## src/rtl/fifo_rd_scheduler_if.sv

```systemverilog
// ---------------------------------------------------------------------------
// fifo_rd_scheduler_if
// Purpose : bundles the FIFO read-port, SPI byte path and status signals that
//           connect fifo_rd_scheduler to the FIFO, count_prebufer, main_ctrl
//           and SPI_slave.
// Modports: master - the scheduler (drives fifo_rd_en, byte path, status)
//           slave  - the environment (FIFO flags/data, SPI and control pulses)
// Signals : fifo_q[23:0], fifo_empty, fifo_full, fifo_wr_en   FIFO side
//           byte_req, xfer_done, flush                          request pulses
//           fifo_rd_en, byte_out[7:0], byte_valid, underflow    read/byte path
//           fifo_level[3:0], overflow_cnt[7:0], busy            status
// ---------------------------------------------------------------------------
interface fifo_rd_scheduler_if;
    logic [23:0] fifo_q;
    logic        fifo_empty;
    logic        fifo_full;
    logic        fifo_wr_en;
    logic        byte_req;
    logic        xfer_done;
    logic        flush;
    logic        fifo_rd_en;
    logic [7:0]  byte_out;
    logic        byte_valid;
    logic        underflow;
    logic [3:0]  fifo_level;
    logic [7:0]  overflow_cnt;
    logic        busy;

    modport master (
        input  fifo_q, fifo_empty, fifo_full, fifo_wr_en,
        input  byte_req, xfer_done, flush,
        output fifo_rd_en, byte_out, byte_valid, underflow,
        output fifo_level, overflow_cnt, busy
    );

    modport slave (
        output fifo_q, fifo_empty, fifo_full, fifo_wr_en,
        output byte_req, xfer_done, flush,
        input  fifo_rd_en, byte_out, byte_valid, underflow,
        input  fifo_level, overflow_cnt, busy
    );
endinterface

```

## src/rtl/fifo_rd_scheduler.sv

```systemverilog
// ---------------------------------------------------------------------------
// fifo_rd_scheduler
// Purpose : owns the read port of the 24-bit measurement FIFO and shares it
//           between the SPI byte readout (one word served as 3 bytes, LSB
//           first) and the overflow discard (drops the oldest word when a
//           write hits a full FIFO). Also tracks the word level and the
//           saturating dropped-word count.
// Ports   : clk_12mhz  system clock
//           rst_sync   asynchronous, active-high reset
//           bus        fifo_rd_scheduler_if.master (see interface header)
// ---------------------------------------------------------------------------
module fifo_rd_scheduler #(
    parameter int          DEPTH      = 8,
    parameter int          RD_LATENCY = 2,      // 1..3
    parameter logic [7:0]  EMPTY_BYTE = 8'hFF
) (
    input  logic                  clk_12mhz,
    input  logic                  rst_sync,
    fifo_rd_scheduler_if.master   bus
);

    typedef enum logic [1:0] {IDLE, FETCH, HOLD, DROP} state_e;

    localparam logic [1:0] LAT_INIT  = 2'(RD_LATENCY);
    localparam logic [3:0] LEVEL_MAX = 4'(DEPTH);

    state_e      state_q;
    logic [1:0]  lat_cnt_q;
    logic [23:0] word_q;
    logic [1:0]  byte_idx_q;
    logic        pending_q;
    logic        discard_q;
    logic        rd_en_q;
    logic [7:0]  byte_out_q;
    logic        byte_valid_q;
    logic        underflow_q;
    logic        busy_q;
    logic [3:0]  level_q, level_d;
    logic [7:0]  ovf_q, ovf_d;

    logic        req_eff;
    logic        full_write;
    logic        drop_done;
    logic        reject;
    logic        lvl_inc;
    logic        lvl_dec;
    logic [8:0]  ovf_sum;

    // A request that arrived while the port was busy is replayed in IDLE.
    assign req_eff    = bus.byte_req || pending_q;
    assign full_write = bus.fifo_wr_en && bus.fifo_full;
    assign drop_done  = (state_q == DROP) && (lat_cnt_q == 2'd0);
    // Full-writes outside IDLE cannot start a drop; the FIFO just loses them.
    assign reject     = full_write && (state_q != IDLE);
    assign lvl_inc    = bus.fifo_wr_en && !bus.fifo_full;
    assign lvl_dec    = rd_en_q && (level_q != 4'd0);

    // NOTE: every variable written here gets a default first, so no latch can be inferred.
    always_comb begin
        level_d = level_q;
        if (bus.flush) begin
            level_d = 4'd0;
        end else if (bus.fifo_empty && !bus.fifo_wr_en) begin
            level_d = 4'd0;
        end else if (lvl_inc && !lvl_dec && (level_q < LEVEL_MAX)) begin
            level_d = level_q + 4'd1;
        end else if (lvl_dec && !lvl_inc) begin
            level_d = level_q - 4'd1;
        end
    end

    always_comb begin
        ovf_sum = {1'b0, ovf_q} + 9'(drop_done) + 9'(reject);
        ovf_d   = ovf_sum[8] ? 8'hFF : ovf_sum[7:0];
        if (bus.flush) begin
            ovf_d = 8'd0;
        end
    end

    // NOTE: all state uses non-blocking assignments; pulse outputs default low each cycle.
    always_ff @(posedge clk_12mhz or posedge rst_sync) begin
        if (rst_sync) begin
            state_q      <= IDLE;
            lat_cnt_q    <= 2'd0;
            word_q       <= 24'd0;
            byte_idx_q   <= 2'd0;
            pending_q    <= 1'b0;
            discard_q    <= 1'b0;
            rd_en_q      <= 1'b0;
            byte_out_q   <= EMPTY_BYTE;
            byte_valid_q <= 1'b0;
            underflow_q  <= 1'b0;
            busy_q       <= 1'b0;
            level_q      <= 4'd0;
            ovf_q        <= 8'd0;
        end else begin
            rd_en_q      <= 1'b0;
            byte_valid_q <= 1'b0;
            underflow_q  <= 1'b0;
            level_q      <= level_d;
            ovf_q        <= ovf_d;

            if (bus.flush) begin
                state_q    <= IDLE;
                busy_q     <= 1'b0;
                byte_idx_q <= 2'd0;
                pending_q  <= 1'b0;
                discard_q  <= 1'b0;
            end else begin
                case (state_q)
                    IDLE: begin
                        if (req_eff) begin
                            pending_q <= 1'b0;
                            if (bus.fifo_empty) begin
                                byte_out_q   <= EMPTY_BYTE;
                                byte_valid_q <= 1'b1;
                                underflow_q  <= 1'b1;
                            end else begin
                                // SPI fetch beats a simultaneous full-write: it frees a slot anyway.
                                rd_en_q   <= 1'b1;
                                lat_cnt_q <= LAT_INIT;
                                discard_q <= 1'b0;
                                state_q   <= FETCH;
                                busy_q    <= 1'b1;
                            end
                        end else if (full_write) begin
                            rd_en_q   <= 1'b1;
                            lat_cnt_q <= LAT_INIT;
                            state_q   <= DROP;
                            busy_q    <= 1'b1;
                        end
                    end

                    FETCH: begin
                        if (bus.byte_req) pending_q <= 1'b1;
                        if (bus.xfer_done) begin
                            discard_q <= 1'b1;
                            pending_q <= 1'b0;
                        end
                        if (lat_cnt_q == 2'd0) begin
                            // Word was latched last cycle; announce byte 0 unless the frame ended.
                            if (!discard_q && !bus.xfer_done) begin
                                byte_valid_q <= 1'b1;
                                byte_idx_q   <= 2'd1;
                                state_q      <= HOLD;
                            end else begin
                                state_q <= IDLE;
                                busy_q  <= 1'b0;
                            end
                        end else begin
                            lat_cnt_q <= lat_cnt_q - 2'd1;
                            if (lat_cnt_q == 2'd1) begin
                                word_q <= bus.fifo_q;
                                if (!discard_q && !bus.xfer_done) begin
                                    byte_out_q <= bus.fifo_q[7:0];
                                end
                            end
                        end
                    end

                    HOLD: begin
                        if (bus.xfer_done) begin
                            state_q    <= IDLE;
                            busy_q     <= 1'b0;
                            byte_idx_q <= 2'd0;
                            pending_q  <= 1'b0;
                        end else if (bus.byte_req) begin
                            byte_out_q   <= word_q[{byte_idx_q, 3'b000} +: 8];
                            byte_valid_q <= 1'b1;
                            if (byte_idx_q == 2'd2) begin
                                state_q    <= IDLE;
                                busy_q     <= 1'b0;
                                byte_idx_q <= 2'd0;
                            end else begin
                                byte_idx_q <= byte_idx_q + 2'd1;
                            end
                        end
                    end

                    DROP: begin
                        if (bus.byte_req)  pending_q <= 1'b1;
                        if (bus.xfer_done) pending_q <= 1'b0;
                        if (lat_cnt_q == 2'd0) begin
                            state_q <= IDLE;
                            busy_q  <= 1'b0;
                        end else begin
                            lat_cnt_q <= lat_cnt_q - 2'd1;
                        end
                    end

                    default: begin
                        state_q <= IDLE;
                        busy_q  <= 1'b0;
                    end
                endcase
            end
        end
    end

    assign bus.fifo_rd_en   = rd_en_q;
    assign bus.byte_out     = byte_out_q;
    assign bus.byte_valid   = byte_valid_q;
    assign bus.underflow    = underflow_q;
    assign bus.fifo_level   = level_q;
    assign bus.overflow_cnt = ovf_q;
    assign bus.busy         = busy_q;

endmodule

```

## src/flat_wrapper.sv

```systemverilog
// flat-port wrapper written by rule: the top's interface ports become plain ports
module fifo_rd_scheduler_flat 
#(
    parameter int          DEPTH      = 8,
    parameter int          RD_LATENCY = 2,             
    parameter logic [7:0]  EMPTY_BYTE = 8'hFF
)
  (clk_12mhz, rst_sync, bus_fifo_q, bus_fifo_empty, bus_fifo_full, bus_fifo_wr_en, bus_byte_req, bus_xfer_done, bus_flush, bus_fifo_rd_en, bus_byte_out, bus_byte_valid, bus_underflow, bus_fifo_level, bus_overflow_cnt, bus_busy);
  fifo_rd_scheduler_if bus_i ();
  input  logic clk_12mhz;
  input  logic rst_sync;
  input wire logic [$bits(bus_i.fifo_q)-1:0] bus_fifo_q;
  input wire logic [$bits(bus_i.fifo_empty)-1:0] bus_fifo_empty;
  input wire logic [$bits(bus_i.fifo_full)-1:0] bus_fifo_full;
  input wire logic [$bits(bus_i.fifo_wr_en)-1:0] bus_fifo_wr_en;
  input wire logic [$bits(bus_i.byte_req)-1:0] bus_byte_req;
  input wire logic [$bits(bus_i.xfer_done)-1:0] bus_xfer_done;
  input wire logic [$bits(bus_i.flush)-1:0] bus_flush;
  output wire logic [$bits(bus_i.fifo_rd_en)-1:0] bus_fifo_rd_en;
  output wire logic [$bits(bus_i.byte_out)-1:0] bus_byte_out;
  output wire logic [$bits(bus_i.byte_valid)-1:0] bus_byte_valid;
  output wire logic [$bits(bus_i.underflow)-1:0] bus_underflow;
  output wire logic [$bits(bus_i.fifo_level)-1:0] bus_fifo_level;
  output wire logic [$bits(bus_i.overflow_cnt)-1:0] bus_overflow_cnt;
  output wire logic [$bits(bus_i.busy)-1:0] bus_busy;
  assign bus_i.fifo_q = bus_fifo_q;
  assign bus_i.fifo_empty = bus_fifo_empty;
  assign bus_i.fifo_full = bus_fifo_full;
  assign bus_i.fifo_wr_en = bus_fifo_wr_en;
  assign bus_i.byte_req = bus_byte_req;
  assign bus_i.xfer_done = bus_xfer_done;
  assign bus_i.flush = bus_flush;
  assign bus_fifo_rd_en = bus_i.fifo_rd_en;
  assign bus_byte_out = bus_i.byte_out;
  assign bus_byte_valid = bus_i.byte_valid;
  assign bus_underflow = bus_i.underflow;
  assign bus_fifo_level = bus_i.fifo_level;
  assign bus_overflow_cnt = bus_i.overflow_cnt;
  assign bus_busy = bus_i.busy;
  fifo_rd_scheduler #(.DEPTH(DEPTH), .RD_LATENCY(RD_LATENCY), .EMPTY_BYTE(EMPTY_BYTE)) u_core (.clk_12mhz(clk_12mhz), .rst_sync(rst_sync), .bus(bus_i));
endmodule
```

## config.mk

```make
export PLATFORM = sky130hd
export DESIGN_NAME = fifo_rd_scheduler_flat
export DESIGN_NICKNAME = d
export VERILOG_FILES = /design/src/rtl/fifo_rd_scheduler_if.sv /design/src/rtl/fifo_rd_scheduler.sv /design/src/flat_wrapper.sv
export SDC_FILE = /design/constraint.sdc
export NUM_CORES = 1
export LEC_CHECK = 0
export CORE_AREA = 8 8 85 87
export DETAILED_ROUTE_END_ITERATION = 16
export DIE_AREA = 0 0 93 95
export GPL_TIMING_DRIVEN = 0
export PLACE_DENSITY = 0.77
export SYNTH_ARGS = -nofsm -noshare
export SYNTH_HDL_FRONTEND = slang
export SYNTH_SLANG_ARGS = --single-unit
```

## constraint.sdc

```tcl
create_clock -name clk_12mhz -period 3.3 [get_ports clk_12mhz]
set_input_delay 0.99 -clock clk_12mhz [delete_from_list [all_inputs] [get_ports clk_12mhz]]
set_output_delay 0.99 -clock clk_12mhz [all_outputs]
set_load 0.05 [all_outputs]
```

==> results.py <==
metrics = {
    "drt": {
        "post_drt_wl_per_cell_microns": 16.8,
        "route.met2.wl_mm": 3.15,
        "routed_wl_mm": 6.65,
        "met3_length_microns": 402,
        "ant_nets": 0,
        "top_layer_used": "met4",
        "drtIter0Drc": 77,
        "drtPass1Iterations": 4,
        "drc": 0,
        "wl_met1_mm": 2.98,
        "vias": 2238,
        "avgViaCountPerCell": 5.64,
    },
    "timing": {
        "fin_skew_ns": 0.0115,
        "setup_slack_ns": 0.248,
        "tightest_slew_ns": 0.706,
        "setup_violations": 0,
        "fin_crit_sh_pct": 92.5,
        "rsz0062_at_grt": "no",
        "fmax_mhz": 328,
        "timing.final.max_slew_violations": 0,
        "fin_crit_ns": 3.05,
        "hold_viol": 0,
        "maxSlewHeadroom_pct": 53.0,
    },
    "pwr": {
        "p_leak_uw": 0.00154,
        "p_per_area_nw_per_um2": 641,
        "power_uw": 2370,
        "vdd_drop_max_mv": 0.431,
        "swShare_pct": 39.0,
        "p_int_uw": 1440,
        "power_switching_uw": 923,
        "pwr-share-seq_pct": 41.9,
        "pwr-share-comb_pct": 41.6,
        "clockPowerShare_pct": 16.5,
    },
    "cts": {
        "cts_buffer_depth": 2,
        "cts_inserted_buffers": 5,
        "clk_latency_ns": 0.32,
        "cts-htree-levels": 2,
        "clkTransAtPathRegs_ns": 0.11,
        "cts_tree": "built",
        "cts_hold_buf": 0,
        "cts_root_buffer": "clkbuf_8",
        "clock_sink_count": 56,
    },
    "logic_synthesis": {
        "ys.flop_type": "dfrtp_1",
        "yosysUniqueCellTypes": 52,
        "ys_seq_area_share_pct": 48.1,
        "syn-num-nets": 303,
        "yosysWarnings": 0,
        "synth_edf_count": 0,
        "netlist_instances": 258,
        "avgSynthCellArea_sq_um": 11.4,
        "syn_area_sq_um": 2930,
        "synth-async-reset-ratio_pct": 100,
        "synth-seq-cells": 56,
    },
    "floorplan": {
        "die_h_microns": 95,
        "rows": 28,
        "ios": 56,
        "coreArea_sq_um": 5820,
        "start_util_pct": 50.5,
        "dieArea_sq_um": 8840,
        "die-width_microns": 93,
    },
    "global_routing": {
        "track_usage_pct": 15.7,
        "grt_max_degree": 41,
        "grt_pass1_wl_mm": 11.1,
        "overflow": 0,
        "grt_pass1_vias": 2311,
        "antenna_found_initial": 0,
    },
    "worst_setup_path": {
        "path_class": "input port to flip-flop",
        "worstSetupStartpointType": "input port",
        "path_cells": "clkdlybuf4s50_1, nor2b_2, nand3b_1, ha_1, a21oi_1, nand2_1, or4_2, a31oi_1",
        "cpMaxStageDelayCell": "or4_2",
        "arrival_ns": 3.30,
        "critPathMaxFanout": 5,
        "cp_data_required_time_ns": 3.55,
        "worstSetupEndpointType": "flip-flop",
        "critPathMaxStageDelay_ns": 0.55,
    },
    "place": {
        "port_buffers": 55,
        "place_ws_ns": -0.146,
        "hpwl_mm": 4.98,
        "place_congestion": 0.808,
    },
    "layout": {
        "drive_gt1_share_pct": 20.2,
        "finalNetCount": 366,
        "diodes": 0,
        "area_growth_pct": 25.8,
    },
    "status": {
        "run_status": "completed",
    },
    "job": {
        "cap_violations": 0,
    },
    "worst_hold_path": {
        "hold_class": "flip-flop to flip-flop",
    },
}
## cells in the mapped netlist (all sizes together) (4+ instances only)
cell type,instances,share of area [%]
nand2,22,2.8
o21ai,5,0.85
mux2,39,15
ha,11,4.7
inv,18,2.3
mux2i,9,3.1
a31oi,4,0.85
dfstp,8,7.2
a21oi,13,2.2
buf,5,0.72
clkbuf,4,0.51
o2111ai,8,2.4
dfrtp,48,41
nor2,11,1.4
nor3,4,0.68
## power groups by stage
stage | logic, uW | clock network (uW) | registers, uW
2_1_floorplan | 447 | 0 | 1230
6_report | 984 | 390 | 992
3_5_place_dp | 986 | 0 | 1000
5_1_grt | 1060 | 424 | 1020
3_3_place_gp | 955 | 0 | 998
4_1_cts | 993 | 402 | 992
## state kept, by name, indices dropped and copies added, names as in the netlist
signal and cells:
u_core.bus.fifo_rd_en 1, u_core.lat_cnt_q 2, u_core.discard_q 1, u_core.bus.byte_out 8, u_core.pending_q 1, u_core.bus.underflow 1, u_core.bus.fifo_level 4, u_core.state_q 2
u_core.byte_idx_q 2, u_core.bus.overflow_cnt 8, u_core.bus.busy 1, u_core.bus.byte_valid 1, u_core.word_q 24
## layout make-up
class / count / area, sq um
plain buffers: 9 / 36.3
clock buffers: 5 / 68.8
clock inverters: 3 / 22.5
fillers: 494 / 2120
inverters: 18 / 67.6
multi-input cells: 175 / 1420
flip-flops and latches: 56 / 1410
well taps: 75 / 93.8
repair buffers: 56 / 571
## cell usage in the layout, fill, tap and decap left out, drive strengths merged, types with 3 or more instances in the layout
master	synthesis	layout
clkdlybuf4s50	0	55
dfrtp	48	48
mux2	39	39
nand2	22	22
inv	18	19
a21oi	13	13
nor2	11	11
ha	11	11
mux2i	9	9
clkbuf	4	9
o2111ai	8	8
dfstp	8	8
buf	5	6
o21ai	5	5
nor3	4	4
a31oi	4	4
and2	3	3
nand3	3	3
o41ai	3	3
## through the flow
step / instance area, sq um / utilization [%] / hold WS (ns) / setup TNS [ns] / cells
5_1_grt: 3690 / 63.5 / 0.535 / 0 / 397
6_report: 3690 / 63.5 / 0.515 / 0 / 397
2_1_floorplan: 2930 / - / 0.480 / 0 / 258
3_5_place_dp: 3600 / 61.9 / 0.495 / -0.146 / 389
3_3_place_gp: 3580 / 61.5 / 0.488 / -2.68 / 388
4_1_cts: 3690 / 63.4 / 0.520 / 0 / 397
## repair_timing
action	CTS	global route
setup buffers	0	0
gates resized for setup	0	1
endpoints found under the setup margin	0	1
## worst max-delay path, delay by kind of cell
family | cells | cell delay [ns]
fa+ha+maj | 1 | 0.37
compound gates | 2 | 0.30
simple gates | 4 | 1.09
buf+inv | 1 | 0.54
## path summary, 6_finish.rpt
| kind | endpoint | cells after the start | slack (ns) | start |
|---|---|---|---|---|
| max reg2reg | u_core.bus.overflow_cnt[4] | 9 | 0.61 | u_core.state_q[0] |
| max in group asynchronous | u_core.bus.byte_out[5] | 3 | 1.75 | rst_sync |
| min in group asynchronous | u_core.state_q[0] | 2 | 0.95 | rst_sync |
| min reg2reg | u_core.word_q[8] | 1 | 0.52 | u_core.word_q[8] |
| min | u_core.word_q[8] | 1 | 0.52 | u_core.word_q[8] |
| max | u_core.bus.fifo_level[3] | 8 | 0.25 | bus_fifo_wr_en |
## metal layers
metal,global-route usage [%],vias to the layer above
met2,26.0,67
met3,4.21,9
met1,19.0,1101
met5,0,-
met4,6.31,0
li1,-,1061
## kinds of logic after synthesis
logic type               share of synthesized area [%]
AND/OR/NAND/NOR                                   11.3
AO/OA/AOI/OAI                                     11.8
adder cells (fa/ha/maj)                           6.06
multiplexers                                      18.0
flip-flops                                        48.1
XOR/XNOR                                          1.19
buffers and inverters                             3.54
Note: power is estimated with default switching activity, not from simulation.
==> patch 1 (same settings) <==
Reset style: synchronous (`rst_sync`), changed in one clocked block. Comments in the files are not updated.
--- a/src/rtl/fifo_rd_scheduler.sv
+++ b/src/rtl/fifo_rd_scheduler.sv
@@ -80,3 +80,3 @@
     // NOTE: all state uses non-blocking assignments; pulse outputs default low each cycle.
-    always_ff @(posedge clk_12mhz or posedge rst_sync) begin
+    always_ff @(posedge clk_12mhz) begin
         if (rst_sync) begin
Check against the original RTL: differs if rst_sync is asserted again (counterexample within 4 cycles, from zero or initial values and one cycle with rst_sync high); with rst_sync held inactive, the same outputs for 4 cycles.
==> patch 1 against the original RTL <==
- cell count up 14%
- global-route usage grew 0.47 points
- critical path depth unchanged
- routed wire length up 4.8%
- cell area is 5.2% lower
- non-clock buffer count up 5
- setup slack gained 370 ps
- sequential cell count did not move
- via count increased by 9.0%
- die area stayed put
- synthesized area is 5.5% lower
- maximum frequency increased by 14%
- highest routed layer unchanged
Power is not compared: it rests on default switching activity, and its combinational part moved more than twofold at a synthesized area within 25%.
==> patch 1: results (changes against the original RTL) <==
Parameter                              Value

Global route
  Total routing usage reported by global routing ... 16.2% (+0.47 points)
  Number of global-route vias before repair ... 2,459 (+6.4%)
  GRT met2 Usage ... 27.8% (+1.8 points)
  Wire length of the first global-routing pass ... 11.6 mm (+4.2%)
  Maximum number of pins on one net before global-route repair ... 18 (-56%)
  GR Util met3 ... 3.25% (-0.95 points)

Setup path
  Category of cells accounting for the largest share of critical-path delay ... buffers and inverters
  Launch instance of the worst register-to-register path ... u_core.state_q[0]$_SDFFE_PP0P_
  Slack of the worst reg-to-reg path ... 830 ps (+220 ps)
  Endpoint of the lowest-slack register-to-register path ... u_core.bus.overflow_cnt[0]$_SDFF_PP0_
  Worst EP arrival ... 2870 ps (-430 ps)
  Slowest cell on crit path ... sky130_fd_sc_hd__clkdlybuf4s50_1

Finish
  Proportion of layout cells with a drive suffix above 1 ... 9.84% (-10 points)
  NumNets Final ... 418 (+14%)

Hold path
  Worst Hold Launch ... u_core.word_q[2]$_SDFFE_PP0P_
  Worst hold path depth ... 2 (+1)

Yosys
  Multiplexer share of the synthesized area ... 9.48% (-8.6 points)
  Synthesized netlist net count ... 357 (+18%)
  Most common library cells after synthesis ... sky130_fd_sc_hd__nand2_1 (58), sky130_fd_sc_hd__dfxtp_1 (56), sky130_fd_sc_hd__a21oi_1 (47)
  Register area share after synthesis ... 40.5% (-7.7 points)
  Share of flip-flops with an asynchronous set or reset ... 0% (-100 points)
  Main combinational cell family by area after synthesis ... simple AND/OR/NAND/NOR gates
  Share of the synthesized area in compound gates (AO/OA/AOI/OAI) ... 18.3% (+6.6 points)
  Share of the synthesized netlist area taken by xor and xnor gates ... 1.58% (+0.39 points)

Routing
  Length of routed met2 wiring ... 3.37 mm (+7.1%)
  Post-DR vias/cell ... 5.41 (-4.0%)
  Number of DRC violations after detailed-routing iteration 0 ... 147 (+91%)
  Post-detailed-routing wire length ... 6.97 mm (+4.8%)

Place
  Detailed placer's ending HPWL ... 5.29 mm (+6.2%)
  Number of buffers inserted by port buffering ... 54 (-1.8%)
  GPL Wtd Cong ... 0.860 (+6.4%)

Status
  Result of the run ... complete, no violations

Timing
  Headroom to the max-slew limit ... 58.0% (+5.0 points)
patch 1: through the flow:
stage / hold WS (ps) / worst slack [ps] / instances
global placement: 439 / 348 / 443
floorplan: 433 / 1000 / 314
global route: 489 / 381 / 451
CTS: 464 / 615 / 451
finish: 462 / 617 / 451
detailed placement: 447 / 296 / 443
patch 1: cell families (layout without fill, tap and decap cells):
group                    Yosys count  count (layout)
flip-flops                        56              56
XOR/XNOR                           5               5
AND/OR/NAND/NOR                  114             114
buffers and inverters             27              89
AO/OA/AOI/OAI                     76              76
adder cells (fa/ha/maj)           11              11
multiplexers                      25              25
patch 1: worst min-delay path: stages, from the launching register on:
cell	delay (ps)
sky130_fd_sc_hd__dfxtp_1	320
sky130_fd_sc_hd__nand2_1	50
sky130_fd_sc_hd__a21oi_1	50
patch 1: area by class of cell:
class                   count  area (um^2)
plain buffers              16          108
clock buffers               6         82.6
clock inverters             2         13.8
fillers                   544         2310
inverters                  11         41.3
multi-input cells         231         1500
flip-flops and latches     56         1120
well taps                  75         93.8
repair buffers             54          541
==> patch 2 (config.mk and constraints unchanged) <==
Without the edit above. `EMPTY_BYTE` is set to 8'hFF in 2 places; all go to 8'h80.
--- a/src/rtl/fifo_rd_scheduler.sv
+++ b/src/rtl/fifo_rd_scheduler.sv
@@ -14,3 +14,3 @@
     parameter int          RD_LATENCY = 2,      // 1..3
-    parameter logic [7:0]  EMPTY_BYTE = 8'hFF
+    parameter logic [7:0]  EMPTY_BYTE = 8'h80
 ) (
--- a/src/flat_wrapper.sv
+++ b/src/flat_wrapper.sv
@@ -5,3 +5,3 @@
     parameter int          RD_LATENCY = 2,             
-    parameter logic [7:0]  EMPTY_BYTE = 8'hFF
+    parameter logic [7:0]  EMPTY_BYTE = 8'h80
 )
Formal check against the unedited RTL: not equivalent (a bounded check fails within 4 cycles, from zero or initial values and one cycle with rst_sync high).
==> patch 2 against the original RTL <==
- die area unchanged
- cell area about the same
- largest cell class unchanged
- setup slack got worse by 83 ps
- core utilization about the same
- global-route usage increased by 0.15 points
- critical path type unchanged
- synthesized area unchanged
- cell count decreased by 1.8%
- routed wire length decreased by 1.6%
- via count decreased by 2.8%
- sequential cell count unchanged
- total power decreased by 11%
==> patch 2: results (changes against the original RTL) <==
Parameter                              Value

Status
  Result of the run ... complete, no violations

Place
  GPL Wtd Cong ... 0.787 (-2.6%)
  Detailed placer's ending HPWL ... 5.00 mm (+0.44%)

Yosys
  Main area contributors after synthesis ... sky130_fd_sc_hd__dfrtp_1 (47%), sky130_fd_sc_hd__mux2_2 (17%), sky130_fd_sc_hd__ha_1 (4.7%), sky130_fd_sc_hd__a222oi_1 (2.4%), sky130_fd_sc_hd__inv_1 (2.3%)
  Share of the synthesized area in compound gates (AO/OA/AOI/OAI) ... 11.8% (about the same)
  Register area share after synthesis ... 47.8% (-0.30 points)
  Synthesized netlist net count ... 296 (-2.3%)
  Multiplexer share of the synthesized area ... 18.4% (+0.34 points)

Routing
  First-pass iteration count of the detailed router ... 5 (+1)
  Post-DR vias/cell ... 5.58 (-1.1%)

Hold path
  Worst hold path endpoint ... u_core.bus.byte_out[0]$_DFFE_PP0P_
  Worst Hold Launch ... u_core.bus.byte_out[0]$_DFFE_PP0P_

Finish
  Proportion of layout cells with a drive suffix above 1 ... 21.0% (+0.77 points)
  Filler cell count ... 490 (-0.81%)
  NumNets Final ... 359 (-1.9%)

Power
  Static leakage power ... 1.61 nW (+4.2%)
  Final total power ... 0.00212 W (-11%)

Timing
  Maximum clock skew at final layout ... 9.46 ps (-2.03 ps)
  Worst slew pin tran ... 718 ps (+12.4 ps)

Global route
  Number of global-route vias before repair ... 2,380 (+3.0%)
  Total routing usage reported by global routing ... 15.8% (+0.15 points)
  Maximum number of pins on one net before global-route repair ... 38 (-7.3%)

Setup path
  Endpoint of the lowest-slack register-to-register path ... u_core.bus.overflow_cnt[6]$_DFF_PP0_
  Slowest cell on crit path ... sky130_fd_sc_hd__clkdlybuf4s50_1
  Worst path max stage delay ... 530 ps (-20 ps)
patch 2: worst max path at each step:
stage / to / slack, ps
after floorplan: u_core.bus.fifo_level[3]$_DFFE_PP0P_ / 620
final: u_core.bus.fifo_level[3]$_DFFE_PP0P_ / 170
after global placement: u_core.bus.fifo_level[2]$_DFFE_PP0P_ / -80
after CTS: u_core.bus.fifo_level[3]$_DFFE_PP0P_ / 170
after detailed placement: u_core.bus.fifo_level[3]$_DFFE_PP0P_ / -150
after global routing: u_core.bus.fifo_level[3]$_DFFE_PP0P_ / 10
patch 2: metal layers:
metal,GRT usage [%],vias up,wire length (um)
li1,-,1049,-
met1,19.1,1063,2890
met5,0,-,0
met3,3.81,6,299
met2,27.8,57,3270
met4,4.03,0,80
patch 2: critical path: cells and delay by family:
kind	cells	cell delay [ps]
and+or+nand+nor	4	1170
adders and majority gates	1	370
AOI/OAI and AO/OA	2	300
buffers and inverters	1	530
patch 2: final cells by class:
cell class	count	share of cell area, %
multi-input cells	169	38.7
flip-flops and latches	56	38.0
repair buffers	56	15.4
well taps	75	2.54
clock buffers	5	1.86
inverters	18	1.83
plain buffers	8	0.914
clock inverters	3	0.745
patch 2: stage by stage:
stage	instance area (um^2)	std cells	hold slack [ps]	worst slack, ps
floorplan	2930	251	475	620
global placement	3580	381	485	-78.3
detailed placement	3600	382	492	-153
CTS	3690	390	517	175
global route	3690	390	533	14.2
finish	3690	390	515	166
patch 2: where the power goes:
| part | leakage [nW] | switching, W | total [W] | internal, W |
|---|---|---|---|---|
| clock network | 0.0463 | 0.000239 | 0.000396 | 0.000156 |
| registers | 0.737 | 0.0000970 | 0.000922 | 0.000825 |
| logic | 0.826 | 0.000442 | 0.000798 | 0.000356 |
| total | 1.61 | 0.000778 | 0.00212 | 0.00134 |
